[config.mk]
export PLATFORM = sky130hd
export DESIGN_NAME = cam_power_seq
export DESIGN_NICKNAME = d
export VERILOG_FILES = /design/src/rtl/cam_power_seq.sv
export SDC_FILE = /design/constraint.sdc
export NUM_CORES = 1
export LEC_CHECK = 0
export CORE_ASPECT_RATIO = 1.2
export CORE_MARGIN = 2
export CORE_UTILIZATION = 55
export DETAILED_ROUTE_END_ITERATION = 12
export HOLD_SLACK_MARGIN = 0.12
export PLACE_DENSITY = 0.84
export SLEW_MARGIN = 25
export SYNTH_ARGS = -nofsm -noshare
export SYNTH_HDL_FRONTEND = slang
export SYNTH_SLANG_ARGS = --single-unit
[constraint.sdc]
create_clock -name clk -period 4.5 [get_ports clk]
set_input_delay 0.9 -clock clk [delete_from_list [all_inputs] [get_ports clk]]
set_output_delay 0.9 -clock clk [all_outputs]
set_load 0.02 [all_outputs]
[src/rtl/cam_power_seq.sv]
// Camera power-up sequencer: qualifies PLL lock, steps the sensor through
// power-down and reset hold times, starts the SCCB init block and supervises
// it with a timeout and bounded retries. Runs in the camera clock domain.
module cam_power_seq #(
  parameter int LOCK_STABLE_CYC  = 1024,
  parameter int PWDN_CYC         = 25000,
  parameter int RST_CYC          = 25000,
  parameter int POST_RST_CYC     = 500000,
  parameter int INIT_TIMEOUT_CYC = 2500000,
  parameter int MAX_RETRY        = 3,
  parameter int CNT_W            = 24
) (
  input  logic       clk,
  input  logic       rst,
  input  logic       pll_lock,
  input  logic       init_done,
  input  logic       init_err,
  output logic       cam_pwdn,
  output logic       cam_rst_n,
  output logic       init_start,
  output logic       ready,
  output logic       fail,
  output logic [2:0] state_o,
  output logic [1:0] retry_o
);

  typedef enum logic [2:0] {
    S_WAIT_LOCK = 3'd0,
    S_PWDN      = 3'd1,
    S_RST       = 3'd2,
    S_POST      = 3'd3,
    S_INIT      = 3'd4,
    S_WAIT_DONE = 3'd5,
    S_READY     = 3'd6,
    S_FAIL      = 3'd7
  } state_t;

  // Timer terminal counts: a timed state of N cycles exits when timer == N-1.
  localparam logic [CNT_W-1:0] LOCK_LAST = CNT_W'(LOCK_STABLE_CYC - 1);
  localparam logic [CNT_W-1:0] PWDN_LAST = CNT_W'(PWDN_CYC - 1);
  localparam logic [CNT_W-1:0] RST_LAST  = CNT_W'(RST_CYC - 1);
  localparam logic [CNT_W-1:0] POST_LAST = CNT_W'(POST_RST_CYC - 1);
  localparam logic [CNT_W-1:0] TO_LAST   = CNT_W'(INIT_TIMEOUT_CYC - 1);
  localparam logic [1:0]       RETRY_MAX = 2'(MAX_RETRY);

  state_t           state_q, state_d;
  logic [CNT_W-1:0] timer_q, timer_d;
  logic [1:0]       retry_q, retry_d;
  logic             cam_pwdn_q, cam_pwdn_d;
  logic             cam_rst_n_q, cam_rst_n_d;
  logic             init_start_q, init_start_d;
  logic             ready_q, ready_d;
  logic             fail_q, fail_d;
  logic             attempt_failed;

  // Next-state, timer and retry logic; outputs decoded from the next state so
  // the registered pins line up with the registered state.
  always_comb begin
    state_d        = state_q;
    timer_d        = timer_q + 1'b1;
    retry_d        = retry_q;
    attempt_failed = 1'b0;

    case (state_q)
      S_WAIT_LOCK: begin
        if (!pll_lock) begin
          timer_d = '0;
        end else if (timer_q == LOCK_LAST) begin
          state_d = S_PWDN;
          timer_d = '0;
        end
      end
      S_PWDN: begin
        if (timer_q == PWDN_LAST) begin
          state_d = S_RST;
          timer_d = '0;
        end
      end
      S_RST: begin
        if (timer_q == RST_LAST) begin
          state_d = S_POST;
          timer_d = '0;
        end
      end
      S_POST: begin
        if (timer_q == POST_LAST) begin
          state_d = S_INIT;
          timer_d = '0;
        end
      end
      S_INIT: begin
        state_d = S_WAIT_DONE;
        timer_d = '0;
      end
      S_WAIT_DONE: begin
        // An error beats a simultaneous done; a done on the last cycle still counts.
        if (init_err || (!init_done && timer_q == TO_LAST)) begin
          attempt_failed = 1'b1;
        end else if (init_done) begin
          state_d = S_READY;
          timer_d = '0;
        end
      end
      S_READY: timer_d = '0;
      S_FAIL:  timer_d = '0;
      default: begin
        state_d = S_WAIT_LOCK;
        timer_d = '0;
      end
    endcase

    if (attempt_failed) begin
      timer_d = '0;
      if (retry_q < RETRY_MAX) begin
        retry_d = retry_q + 1'b1;
        state_d = S_PWDN;
      end else begin
        state_d = S_FAIL;
      end
    end

    // Losing lock restarts everything, except out of FAIL which only rst clears.
    if (!pll_lock && state_q != S_WAIT_LOCK && state_q != S_FAIL) begin
      state_d = S_WAIT_LOCK;
      timer_d = '0;
      retry_d = '0;
    end

    cam_pwdn_d   = (state_d == S_WAIT_LOCK) || (state_d == S_PWDN) || (state_d == S_FAIL);
    cam_rst_n_d  = (state_d == S_POST) || (state_d == S_INIT) ||
                   (state_d == S_WAIT_DONE) || (state_d == S_READY);
    init_start_d = (state_d == S_INIT);
    ready_d      = (state_d == S_READY);
    fail_d       = (state_d == S_FAIL);
  end

  // State, timer, retry counter and output pin registers.
  always_ff @(posedge clk) begin
    if (rst) begin
      state_q      <= S_WAIT_LOCK;
      timer_q      <= '0;
      retry_q      <= '0;
      cam_pwdn_q   <= 1'b1;
      cam_rst_n_q  <= 1'b0;
      init_start_q <= 1'b0;
      ready_q      <= 1'b0;
      fail_q       <= 1'b0;
    end else begin
      state_q      <= state_d;
      timer_q      <= timer_d;
      retry_q      <= retry_d;
      cam_pwdn_q   <= cam_pwdn_d;
      cam_rst_n_q  <= cam_rst_n_d;
      init_start_q <= init_start_d;
      ready_q      <= ready_d;
      fail_q       <= fail_d;
    end
  end

  assign cam_pwdn   = cam_pwdn_q;
  assign cam_rst_n  = cam_rst_n_q;
  assign init_start = init_start_q;
  assign ready      = ready_q;
  assign fail       = fail_q;
  assign state_o    = state_q;
  assign retry_o    = retry_q;

endmodule
# Yosys cells after proc, flatten, opt, wreduce, memory -nomap -nowiden
# Index checks and enable logic that the tools add are counted.
# totals
wordCells,68
regBits,34
latch_bits,0
out_inout_bits,10
memories,0
input_bits,5
ramBits,0
rom_bits,0
# classes
eq_ne,18
bitwise,0
div_mod_pow,0
shift,0
magnitude_cmp,1
n_reduce_logical,19
n_mux,20
mul,0
add_sub_neg,2
# op_table
op,count
24-bit two-way mux,6
24-bit one-hot mux with 5 select lines,1
3-bit two-way mux,10
24-bit by 1-bit adder with 24-bit output (second input constant),1
24-bit by 10-bit == test with 1-bit output (second input constant),1
24-bit by 15-bit == test with 1-bit output (second input constant),1
24-bit by 19-bit == test with 1-bit output (second input constant),1
24-bit by 22-bit == test with 1-bit output (second input constant),1
3-bit == test (second input constant),8
3-bit one-hot mux with 6 select lines,1
3-bit by 2-bit == test with 1-bit output (second input constant),3
3-bit by 1-bit == test with 1-bit output (second input constant),2
3-bit logical NOT,2
1-bit logical OR,6
3-bit OR reduction,2
2-bit OR reduction,2
1-bit logical AND,3
3-bit != test (second input constant),1
3-bit nonzero test,1
2-bit by 1-bit adder with 2-bit output (second input constant),1
1-bit logical NOT,2
2-bit less-than comparator (second input constant),1
1-bit two-way mux,2
2-bit AND reduction,1

# Longest topological paths before layout
# Gate-level depths: netlist of the first run.
# depth
word_depth,11
depth_mapped,10
ltp_nobuf,8

# Least setup slack after synthesis of the first run
# Ideal clock, no wire load.
# synth_timing
kind,input -> register
start,input port init_done
end,register cam_rst_n_q (netlist: cam_rst_n)
stages,6
required_time_ps,4381
arrival_ps,2127
n_path_buf,0
path_slack_ps,2255
setup_ps,119
cell_sequence,and3b_1 > nand4_1 > o31a_1 > and3b_4 > or2_1 > o221a_1
# synth_via
elab_chain_len,11
elab_cells_between_ends,17
cone_classes,eq/ne: 4; mux: 7; reduce/logical: 6
# synth_lines
item,line_no,text
from (decl),16,"input logic init_done,"
1-bit logical NOT,97,if (init_err || (!init_done && timer_q == TO_LAST)) begin
1-bit logical AND,97,
1-bit logical OR,97,
3-bit two-way mux or 1-bit two-way mux (tied branches),97,
3-bit one-hot mux with 6 select lines or 1-bit two-way mux (tied branches),64,case (state_q)
3-bit two-way mux (*),112,if (attempt_failed) begin
3-bit two-way mux (*),123,if (!pll_lock && state_q != S_WAIT_LOCK && state_q != S_FAIL) begin
3-bit by 2-bit == test with 1-bit output or 3-bit == test (tied branches),130,cam_rst_n_d = (state_d == S_POST) || (state_d == S_INIT) ||
1-bit logical OR (2 in series),130,
1-bit logical OR (*),131,(state_d == S_WAIT_DONE) || (state_d == S_READY);
to (signal assigned),153,cam_rst_n_q <= cam_rst_n_d;
to (decl),50,"logic cam_rst_n_q, cam_rst_n_d;"
# Every way passes the cells marked *; elsewhere a longest branch is shown, timed or not.
# A chain may end at the register's enable or synchronous reset.

# Worst setup path in the final report of the first run
# layout_timing
start,input port init_err
end,register timer_q[23]
# layout_via
elab_chain_len,4
elab_cells_between_ends,6
cone_classes,mux: 4; reduce/logical: 2
# layout_lines
item,line_no,text
from (decl),17,"input logic init_err,"
1-bit logical OR (*),97,
1-bit two-way mux,97,
1-bit two-way mux,64,
3-bit OR reduction (no source line),n/a,
to (signal assigned),150,timer_q <= timer_d;
to (decl),47,"logic [CNT_W-1:0] timer_q, timer_d;"
# Marked as above.

==> results.yml, run 1 <==
clock_network:
  holdBufCountCts: 0
  clk_latency_ns: 0.29
  tritoncts: "yes"
  path_clk_slew_ns: 0.08
  clkSinkCount: 34
  cts_resized: 0
  post_cts_buffers: 0
  cts_buffers: 5
  clock_path_buffers: 2
  cts-root-buf: "clkbuf_8"
  cts.htree.levels: 2
pwr:
  p_per_area_nw_per_um2: 302.2
  power_leakage_uw: 0.0007137
  vdd_drop_max_uv: 201.7
drt:
  dr_total_vias: 1520
  first_pass_iters: 4
  drt-vias-per-instance: 5.891
  drc: 0
  ant_nets: 0
  routedWlPerCell_um: 14.77
  detail_route.iter0.violations: 84
  wl_mm: 3.811
global_routing:
  grt_start_max_net_pins: 25
  grt_pass1_wl_mm: 6.630
  grt_pass1_vias: 1484
  overflow: 0
  antenna_found_initial: 0
  grt_util_all_layers_pct: 20.61
setup_path:
  arrival_ns: 2.86
  reg2reg_from: "timer_q[12]"
  cp_num_cells: 7
  reg2reg_depth: 7
  crit_path_max_incr_delay_ns: 0.79
  cpMaxStageDelayCell: "or4b_4"
  endpoint: "timer_q[23]"
  crit_start: "init_err"
  critical_path_buf_inv_count: 1
  crit_required_ns: 4.73
  crit_family: "simple AND/OR/NAND/NOR gates"
  cp-end-kind: "flop"
  start_kind: "input port"
  ff2ff_setup_slack_ns: 1.90
  path_cells: "clkdlybuf4s50_1 -> nand2b_1 -> nand3_1 -> o31ai_4 -> a2bb2oi_2 -> or4b_4 -> nor2_1"
  r2r_end: "timer_q[23]"
  crit_type: "in -> reg"
  cp_max_fo: 24
final_layout:
  layout.cells.non_filler: 258
  syn_to_final_growth_pct: 11.27
  antenna_cells: 0
  mostFrequentLayoutCells: "dfxtp_1, nor2_4, nand3_1"
  design_area_um2: 2198
  layout.nets: 227
  layout-drive-gt1-share_pct: 18.55
  final_common_cell: "dfxtp_1"
timing:
  max_freq_mhz: 380.6
  period_share_pct: 58.39
  rsz0062_at_grt: "no"
  worst_slew_margin_rel_pct: 58.55
  setup_viol: 0
  finalSetupTns_ns: 0
  slew_violations: 0
  hold_viol: 0
  setup_ws_ns: 1.873
  tightest_slew_ns: 0.6160
  clock_skew_ns: 0.005052
  hold_ws_ns: 0.4944
  finalCriticalPeriod_ns: 2.627
flow_run:
  cap_violations: 0
yosys:
  syn_area_um2: 1976
  synth_edf_count: 0
  synth_area_per_cell_um2: 9.498
  ys_seq_area_share_pct: 34.45
  synthCells: 208
  synthesis.nets: 215
  ys_warn_count: 0
  ys_seq_elements: 34
  ys_types: 50
  synthArstFlopShare_pct: 0
  synthFlopType: "dfxtp_1"
floorplan:
  start_util_pct: 58.18
  dieArea_um2: 4089
  pin_count: 15
  core_area_um2: 3396
  die_y_um: 69.66
  die_x_um: 58.71
  rows: 23
placement:
  dp_slack_ns: 1.579
  port_buffers: 14
  place_area_um2: 2061
  gp_congestion: 0.8851
  hpwlAfterDp_mm: 2.666
  dp_cells: 250
worst_hold_path:
  hold_depth: 1
  holdCritPathClass: "reg -> reg"
outcome:
  status: "complete, no violations"
-- through the flow --
step | utilization, % | power, µW
3_5_place_dp | 60.69 | 327.4
4_1_cts | 64.74 | 668.4
3_3_place_gp | 60.69 | 327.2
5_1_grt | 64.74 | 683.0
6_report | 64.74 | 664.3
2_1_floorplan | - | 326.2
-- cell usage after synthesis (2+ instances only) --
master	number	share of area [%]
nor2_4	18	10
or3_1	2	0.63
buf_4	3	1.1
buf_12	2	2.0
o21ai_0	3	0.76
dfxtp_1	34	34
nand4b_1	2	0.89
nor3_1	7	1.8
xnor2_1	11	4.9
and3_1	4	1.3
ha_1	2	1.3
nor2_1	16	3.0
and3b_1	3	1.3
nor2_2	4	1.3
nand2b_1	2	0.63
buf_6	3	1.7
a31oi_1	2	0.63
nand3_1	17	4.3
a21oi_1	5	1.3
nand4_1	5	1.6
nor4_1	2	0.63
nand2_1	14	2.7
inv_1	8	1.5
xor2_1	12	5.3
o31ai_1	2	0.76
-- report_power, final --
group / internal [µW] / switching (µW)
logic: 5.78 / 11.8
registers: 301 / 1.10
clock network: 222 / 122
-- worst reg2reg max path, stage by stage (launching register included) --
cell,delay [ns]
dfxtp_1,0.38
nor4_1,0.39
nand4_2,0.21
nor4_2,0.40
maj3_2,0.29
a2bb2oi_2,0.15
or4b_4,0.53
nor2_1,0.13
-- kinds of logic (layout without fill, tap and decap cells) --
logic type	count (synthesis)	count (layout)	share of synthesized area, %
AO/OA/AOI/OAI	20	20	7.789
AND/OR/NAND/NOR	110	110	38.57
multiplexers	1	1	0.5067
adder cells (fa/ha/maj)	3	3	1.836
flip-flops	34	34	34.45
buffers and inverters	17	30	6.649
XOR/XNOR	23	23	10.20
-- state kept, by name, summed over array words and instances (netlist names) --
register and count:
cam_pwdn 1, ready 1, timer_q 24, cam_rst_n 1, fail 1, init_start 1
retry_o 2, state_o 3
-- layer usage --
metal	track usage, %	routed length [µm]
met2	35.21	1949
met3	5.224	143
met1	23.54	1621
met4	9.091	96
met5	0	0
-- how the worst min path moves through the flow --
stage	start	to	slack, ns
after floorplan	timer_q[0]	timer_q[0]	0.45
after global placement	timer_q[0]	timer_q[0]	0.47
after detailed placement	timer_q[0]	timer_q[0]	0.48
after CTS	timer_q[0]	timer_q[0]	0.50
after global routing	timer_q[0]	timer_q[0]	0.54
final	timer_q[0]	timer_q[0]	0.49
-- cell type report --
cell class | instances | area [µm²]
Clock inverter | 3 | 68.82
Inverter | 8 | 30.03
Timing Repair Buffer | 14 | 140.1
Tap cell | 37 | 46.29
Sequential cell | 34 | 680.7
Clock buffer | 5 | 68.82
Multi-Input combinational cell | 157 | 1164
Fill cell | 288 | 1197
No activity file was read; power rests on OpenSTA's default activity.
==> inputs of run 2 (changes only) <==
--- a/config.mk
+++ b/config.mk
@@ -7,10 +7,10 @@
 export LEC_CHECK = 0
 export CORE_ASPECT_RATIO = 1.2
 export CORE_MARGIN = 2
-export CORE_UTILIZATION = 55
+export CORE_UTILIZATION = 52
 export DETAILED_ROUTE_END_ITERATION = 12
 export HOLD_SLACK_MARGIN = 0.12
-export PLACE_DENSITY = 0.84
+export PLACE_DENSITY = 0.83
 export SLEW_MARGIN = 25
 export SYNTH_ARGS = -nofsm -noshare
 export SYNTH_HDL_FRONTEND = slang
==> constraint.sdc (replaced) <==
create_clock -name clk -period 2.3 [get_ports clk]
set_input_delay 0.46 -clock clk [delete_from_list [all_inputs] [get_ports clk]]
set_output_delay 0.46 -clock clk [all_outputs]
set_load 0.02 [all_outputs]
==> results.yml, run 2 (synthesis gave the netlist of run 1 again) <==
outcome:
  status: "complete, no violations"
setup_path:
  cp-end-kind: "flop"
  ff2ff_setup_slack_ns: 0.11
  start_kind: "flop"
  crit_type: "reg -> reg"
  crit_required_ns: 2.49
  cp_max_fo: 5
  r2r_end: "cam_rst_n"
  reg2reg_from: "timer_q[12]"
  reg2reg_depth: 7
  arrival_ns: 2.38
timing:
  rsz0062_at_grt: "yes"
  setup_ws_ns: 0.1108
  setup_viol: 0
  worst_slew_margin_rel_pct: 73.87
  hold_viol: 0
  tightest_slew_ns: 0.3915
  period_share_pct: 95.18
  max_freq_mhz: 456.8
  clock_skew_ns: 0.006474
  finalCriticalPeriod_ns: 2.189
  slew_violations: 0
pwr:
  p_per_area_nw_per_um2: 457.8
  vdd_drop_max_uv: 483.1
  power_uw: 1114
  power_leakage_uw: 0.0008269
final_layout:
  layout-drive-gt1-share_pct: 27.69
  syn_to_final_growth_pct: 23.12
  largest_reg_flops: 24
  antenna_cells: 0
  final_util_pct: 66.94
  final_common_cell: "dfxtp_1"
  largest_register: "timer_q"
  layout.nets: 248
  mostFrequentLayoutCells: "dfxtp_1, nor2_4, buf_4"
  fillCellCount: 280
floorplan:
  die_x_um: 60.27
  dieArea_um2: 4311
  start_util_pct: 54.37
  pin_count: 15
  rows: 24
  die_y_um: 71.52
  core_area_um2: 3633
drt:
  routed.top_layer: "met4"
  detail_route.iter0.violations: 89
  wl_met1_mm: 1.648
  routedWlPerCell_um: 13.96
  first_pass_iters: 4
  wl_met2_mm: 2.203
  drc: 0
  ant_nets: 0
  wl_mm: 4.104
  dr_wl_met3_um: 154
  drt-vias-per-instance: 5.429
  dr_total_vias: 1596
worst_hold_path:
  hold_depth: 2
  hold_end: "timer_q[0]"
  holdCritPathClass: "reg -> reg"
  min_from: "timer_q[0]"
global_routing:
  grt_pass1_wl_mm: 7.044
  grt_start_max_net_pins: 15
  overflow: 0
  grt_util_all_layers_pct: 22.06
  antenna_found_initial: 0
  grt_pass1_vias: 1558
clock_network:
  tritoncts: "yes"
  clock_path_buffers: 2
  path_clk_slew_ns: 0.07
  cts_buffers: 5
  cts.htree.levels: 2
  cts-root-buf: "clkbuf_8"
  clkSinkCount: 34
  clk_latency_ns: 0.29
placement:
  hpwlAfterDp_mm: 2.974
  dp_slack_ns: -0.002502
  port_buffers: 14
  gp_congestion: 0.9755
flow_run:
  cap_violations: 0
==> run 2: area by class of cell <==
class / instances / area (µm²) / area share, %
well taps: 52 / 65.06 / 2.675
multi-input cells: 157 / 1219 / 50.10
inverters: 8 / 30.03 / 1.235
clock inverters: 2 / 12.51 / 0.5144
repair buffers: 35 / 340.3 / 13.99
clock buffers: 6 / 82.58 / 3.395
flip-flops and latches: 34 / 683.2 / 28.09
==> run 2: worst max path at each step <==
stage,startpoint,endpoint,cells after the start,slack [ns]
3_5_place_dp,init_done,fail,8,-0.003
4_1_cts,timer_q[1],timer_q[23],9,0.01
2_1_floorplan,timer_q[0],timer_q[11],10,0.15
5_1_grt,timer_q[1],cam_rst_n,9,-0.01
6_report,timer_q[12],cam_rst_n,7,0.11
3_3_place_gp,init_done,cam_rst_n,7,0.03
==> run 2: worst max-delay path, cell delays in order (launching register included) <==
cell,delay [ns]
dfxtp_1,0.34
buf_4,0.16
nor4b_1,0.28
nand3_1,0.22
o31a_1,0.38
and3b_4,0.22
or2_1,0.25
o221a_1,0.24
==> run 2: layer usage <==
metal  vias up  track usage, %
li1        804               -
met1       755           24.89
met2        27           38.04
met3        10           6.498
met4         0           8.642
met5         -               0
==> run 2: metrics by stage <==
step	hold WS (ns)	instance area, µm²	cells	TNS [ns]
global route	0.5652	2432	294	-0.01343
detailed placement	0.5336	2255	285	-0.002502
CTS	0.5451	2359	293	0
floorplan	0.4470	1976	208	0
finish	0.5558	2432	294	0
global placement	0.5191	2255	285	0
==> run 2: repair_timing <==
item	in CTS	in global routing
pin swaps	0	1
setup buffers	0	0
hold buffers	0	0
gates cloned	0	1
endpoints found under the setup margin	1	29
gates resized for setup	1	10
==> run 2: power breakdown <==
part / total [µW] / switching (µW) / internal [µW]
Sequential: 593 / 2.08 / 591
Combinational: 53.8 / 27.7 / 26.1
Clock: 467 / 227 / 240
Total: 1110 / 257 / 857
